$ cat src/rtl/clk_div_strobe.sv
// Integer clock divider: one wrap-around counter drives a registered CLOCK, a per-period CE strobe and CNT.
// Latency: all outputs registered; no backpressure. Optional CLKDIV_GATE_EN adds GATE/GATED_CLOCK.
module clk_div_strobe #(
  parameter  int DIVISOR = 8,
  localparam int CW      = (DIVISOR < 3) ? 1 : $clog2(DIVISOR)
) (
  input  logic          CLK,
  input  logic          RESET_N,
  input  logic          EN,
  input  logic          CLR,
`ifdef CLKDIV_GATE_EN
  input  logic          GATE,
  output logic          GATED_CLOCK,
`endif
  output logic          CE,
  output logic          CLOCK,
  output logic [CW-1:0] CNT
);

  if (DIVISOR < 2) begin : g_bad_divisor
    $error("clk_div_strobe: DIVISOR must be at least 2");
  end

  localparam logic [CW-1:0] LAST = CW'(DIVISOR - 1);
  localparam logic [CW-1:0] HALF = CW'(DIVISOR / 2);

  logic          wrap;
  logic [CW-1:0] nxt;
  logic          clock_nxt;

  assign wrap      = (CNT == LAST);
  assign nxt       = wrap ? '0 : CNT + CW'(1);
  assign clock_nxt = (nxt >= HALF);

  always_ff @(posedge CLK or negedge RESET_N) begin
    if (!RESET_N) begin
      CNT   <= '0;
      CE    <= 1'b0;
      CLOCK <= 1'b0;
    end else if (CLR) begin
      CNT   <= '0;
      CE    <= 1'b0;
      CLOCK <= 1'b0;
    end else if (EN) begin
      CNT   <= nxt;
      CE    <= wrap;
      CLOCK <= clock_nxt;
    end else begin
      CE    <= 1'b0;
    end
  end

`ifdef CLKDIV_GATE_EN
  // GATE is only looked at on the wrap edge, so the gated waveform never carries a partial period.
  logic gate_q;

  always_ff @(posedge CLK or negedge RESET_N) begin
    if (!RESET_N) begin
      gate_q      <= 1'b0;
      GATED_CLOCK <= 1'b0;
    end else if (CLR) begin
      gate_q      <= 1'b0;
      GATED_CLOCK <= 1'b0;
    end else if (EN) begin
      if (wrap) begin
        gate_q <= GATE;
      end
      GATED_CLOCK <= clock_nxt & (wrap ? GATE : gate_q);
    end
  end
`else
  // Base build: CLOCK is the only divided waveform.
`endif

endmodule

$ cat config.mk
export PLATFORM = sky130hd
export DESIGN_NAME = clk_div_strobe
export DESIGN_NICKNAME = d
export VERILOG_FILES = /design/src/rtl/clk_div_strobe.sv
export SDC_FILE = /design/constraint.sdc
export NUM_CORES = 1
export LEC_CHECK = 0
export BUFFER_PORTS_ARGS = -buffer_cell sky130_fd_sc_hd__buf_2
export CORE_AREA = 10 10 47 49
export CTS_CLUSTER_SIZE = 20
export DETAILED_ROUTE_END_ITERATION = 10
export DIE_AREA = 0 0 57 59
export GPL_ROUTABILITY_DRIVEN = 0
export PLACE_DENSITY_LB_ADDON = 0.15
export SYNTH_ARGS = -nofsm -noshare
export SYNTH_HDL_FRONTEND = slang
export SYNTH_SLANG_ARGS = --single-unit
$ cat constraint.sdc
create_clock -name CLK -period 1.3 [get_ports CLK]
set_input_delay 0.13 -clock CLK [delete_from_list [all_inputs] [get_ports CLK]]
set_output_delay 0.13 -clock CLK [all_outputs]
set_load 0.005 [all_outputs]
==> flow_metrics.tcl <==
set metrics [dict create \
    grt_max_degree 7 \
    max_freq_ghz 0.775 \
    post_synth_main_area_contributors "dfrtp_1 51%, ha_1 13%, nand2b_1 6.4%" \
    fin_worst_hold_slack_ns 0.110 \
    post_synth.cell_area_avg_um2 11.6 \
    cts_max_level 1 \
    compound_cell_area_share_of_the_yosys_netlist_pct 7.01 \
    synthTopCellsByCount "4 x dfrtp_1, 2 x ha_1, 2 x nand2b_1, 2 x nor2_1" \
    synth_top_family_by_area "simple AND/OR/NAND/NOR gates" \
    grt_pass1_wl_um 869 \
    crit_arrival_ns 1.45 \
    postRouteAntennaNets 0 \
    synth_mux_area_share_pct 5.10 \
    worstSetupStartpointType "register" \
    worst_min_delay_path_class "input pin to register" \
    clk_path_buf_depth 2 \
    wl_per_cell_um 10.6 \
    clockRootBuffer "clkbuf_4" \
    synth_xor_area_share_pct 0 \
    syn2layout_area_growth_pct 65.6 \
    grt_antenna_before_repair 0 \
    fp.dieArea_mm2 0.00336 \
    grt_util_met3_pct 1.93 \
    remaining_drc_errors 0 \
    clock_network_latency_to_the_later_pin_of_the_worst_skew_pair_ns 0.23 \
    synth_edf_count 0 \
    cp.buffers_inverters 0 \
    finalCritPeriodShare_pct 99.2 \
    critPathRequiredTime_ns 1.46 \
    yosys_warnings 0 \
    initial_core_util_pct 14.0 \
    vias 167 \
    final_hold_viol_count 0 \
    fraction_of_layout_instances_using_a_drive_strength_above_1_pct 61.3 \
    crit_slowest_cell "dfrtp_1" \
    synthesized_area_fraction_occupied_by_adder_cells_pct 12.7 \
    grt_overflow 0 \
    post_drt_via_cell_ratio 3.55 \
    timing.clock.skew_ns 0.00502 \
    path_delay_family "flip-flops" \
    final_nets 39 \
    post_synth_inst_count 17 \
    via_count_of_the_first_global_routing_pass 195 \
    drt-initial-drc-count 0 \
    drv_cap 0 \
    die_height_um 59 \
    buffer_ports.inserted 8 \
    use_met1_pct 4.28 \
    post-dp-hpwl_um 418 \
    numCtsBuffers 3 \
    gr-max-usage-layer "met2" \
    powerDensity_mw_per_mm2 998 \
    worstPathMaxFanout 2 \
    most_common_cell_in_the_synthesized_netlist "dfrtp_1" \
    final_core_utilization_pct 23.2 \
    relSlewSlack_pct 88.0 \
    setup_viol_count_final 0 \
    register_bit_count_reported_by_yosys 4 \
    clkSlewWorstSetupHoldPaths_ns 0.04 \
    minimum_clock_period_after_layout_ns 1.29 \
    tritoncts "built" \
    core.rowCount 14 \
    synth_nets 23 \
    antenna_cells 0 \
    met2_usage_in_global_routing_pct 4.34 \
    final-max-slew-violation-count 0 \
    dr.pass1.iters 1 \
    io_pins 9 \
    route.final.wire_length_um 500 \
    setup.worst_path.class "register to register" \
    cp_cell_sequence "ha_2, ha_4, or3b_4, a21oi_2" \
    clock-sinks 4 \
    synthSimpleGateAreaFrac_pct 20.4 \
    grt_setup_unrepaired "true" \
    die_outline_width_um 57 \
    status "complete, no violations" \
    worst_slew_pin_slew_ns 0.180 \
    max-vdd-ir-drop_mv 0.366 \
    core-area_mm2 0.00140 \
    cellLeakagePower_nw 0.164 \
    async_flop_share_pct 100 \
    synthFlopType "dfrtp_1" \
    cp_slowest_stage_delay_ns 0.37 \
    end_kind "register" \
    grt_use_total_pct 3.55 \
    synth.yosys.seq_area_share_pct 51.0 \
    yosys.area.top_type "dfrtp_1" \
    post-synth-top-area-fraction_pct 51.0 \
    synth_cell_type_count 11 \
    synth.cell_area_um2 196 \
]
## sequential cells by signal, indices dropped and copies added, names as in the netlist
signal / count
CE: 1
CLOCK: 1
CNT: 2
## kinds of logic after synthesis
group	after synthesis
buf+inv	1
mux	1
fa+ha+maj	2
flops	4
simple gates	7
compound gates	2
## power breakdown
part	total [W]	internal (W)	switching (W)
Combinational	0.0000443	0.0000250	0.0000193
Sequential	0.000133	0.000130	0.00000307
Clock	0.000147	0.000103	0.0000447
## per-layer routing
layer  wire length [um]  vias up
li1                   -       86
met1                261       76
met2                218        5
met3                 20        0
met4                  0        0
met5                  0        -
## repair_timing
item	4_1_cts	5_1_grt
hold buffers	1	0
buffers inserted	0	0
pin swaps	1	0
endpoints found under the hold margin	4	0
gates resized for setup	0	3
setup endpoints to repair	1	2
## worst register-to-register path, delay by kind of cell (launching register included)
family,cells,cell delay [ns]
AO/OA/AOI/OAI,1,0.12
adder cells (fa/ha/maj),2,0.36
AND/OR/NAND/NOR,1,0.36
flip-flops,1,0.37
## per-stage QoR
step | instance area (um^2) | total power (W) | cells | TNS, ns | setup WS [ns]
floorplan | 201 | 0.000149 | 17 | 0 | 0.0131
global placement | 277 | 0.000173 | 43 | -0.0222 | -0.0222
detailed placement | 277 | 0.000172 | 43 | -0.000929 | -0.000929
CTS | 309 | 0.000331 | 47 | 0 | 0.00288
global route | 325 | 0.000353 | 47 | -0.0263 | -0.0263
finish | 325 | 0.000325 | 47 | 0 | 0.0104
## cell type report
class                   instances  area [um^2]
multi-input cells              12          110
flip-flops and latches          4          100
clock buffers                   3         22.5
fillers                       163         1080
repair buffers                 12         72.6
well taps                      16         20.0
## worst paths after layout
path,startpoint,to,slack [ns],cells after the start
setup / recovery,CNT[1]$_DFFE_PN0P_,CNT[0]$_DFFE_PN0P_,0.01,4
hold / removal,CLR,CNT[0]$_DFFE_PN0P_,0.11,2
setup reg to reg,CNT[1]$_DFFE_PN0P_,CNT[0]$_DFFE_PN0P_,0.01,4
hold reg to reg,CLOCK$_DFFE_PN0P_,CLOCK$_DFFE_PN0P_,0.65,2
max in group asynchronous,RESET_N,CLOCK$_DFFE_PN0P_,0.95,2
min in group asynchronous,RESET_N,CNT[0]$_DFFE_PN0P_,0.23,2
## cell usage in the layout, fill, tap and decap left out, drive strengths merged
cell	Yosys	final
a21oi	2	2
nand2	1	1
clkbuf	0	3
nand3b	1	1
dlygate4sd3	0	1
ha	2	2
dfrtp	4	4
nand2b	2	2
mux2i	1	1
or3b	1	1
nor2	2	2
buf	1	11
Power figures use the tool's default switching activity.
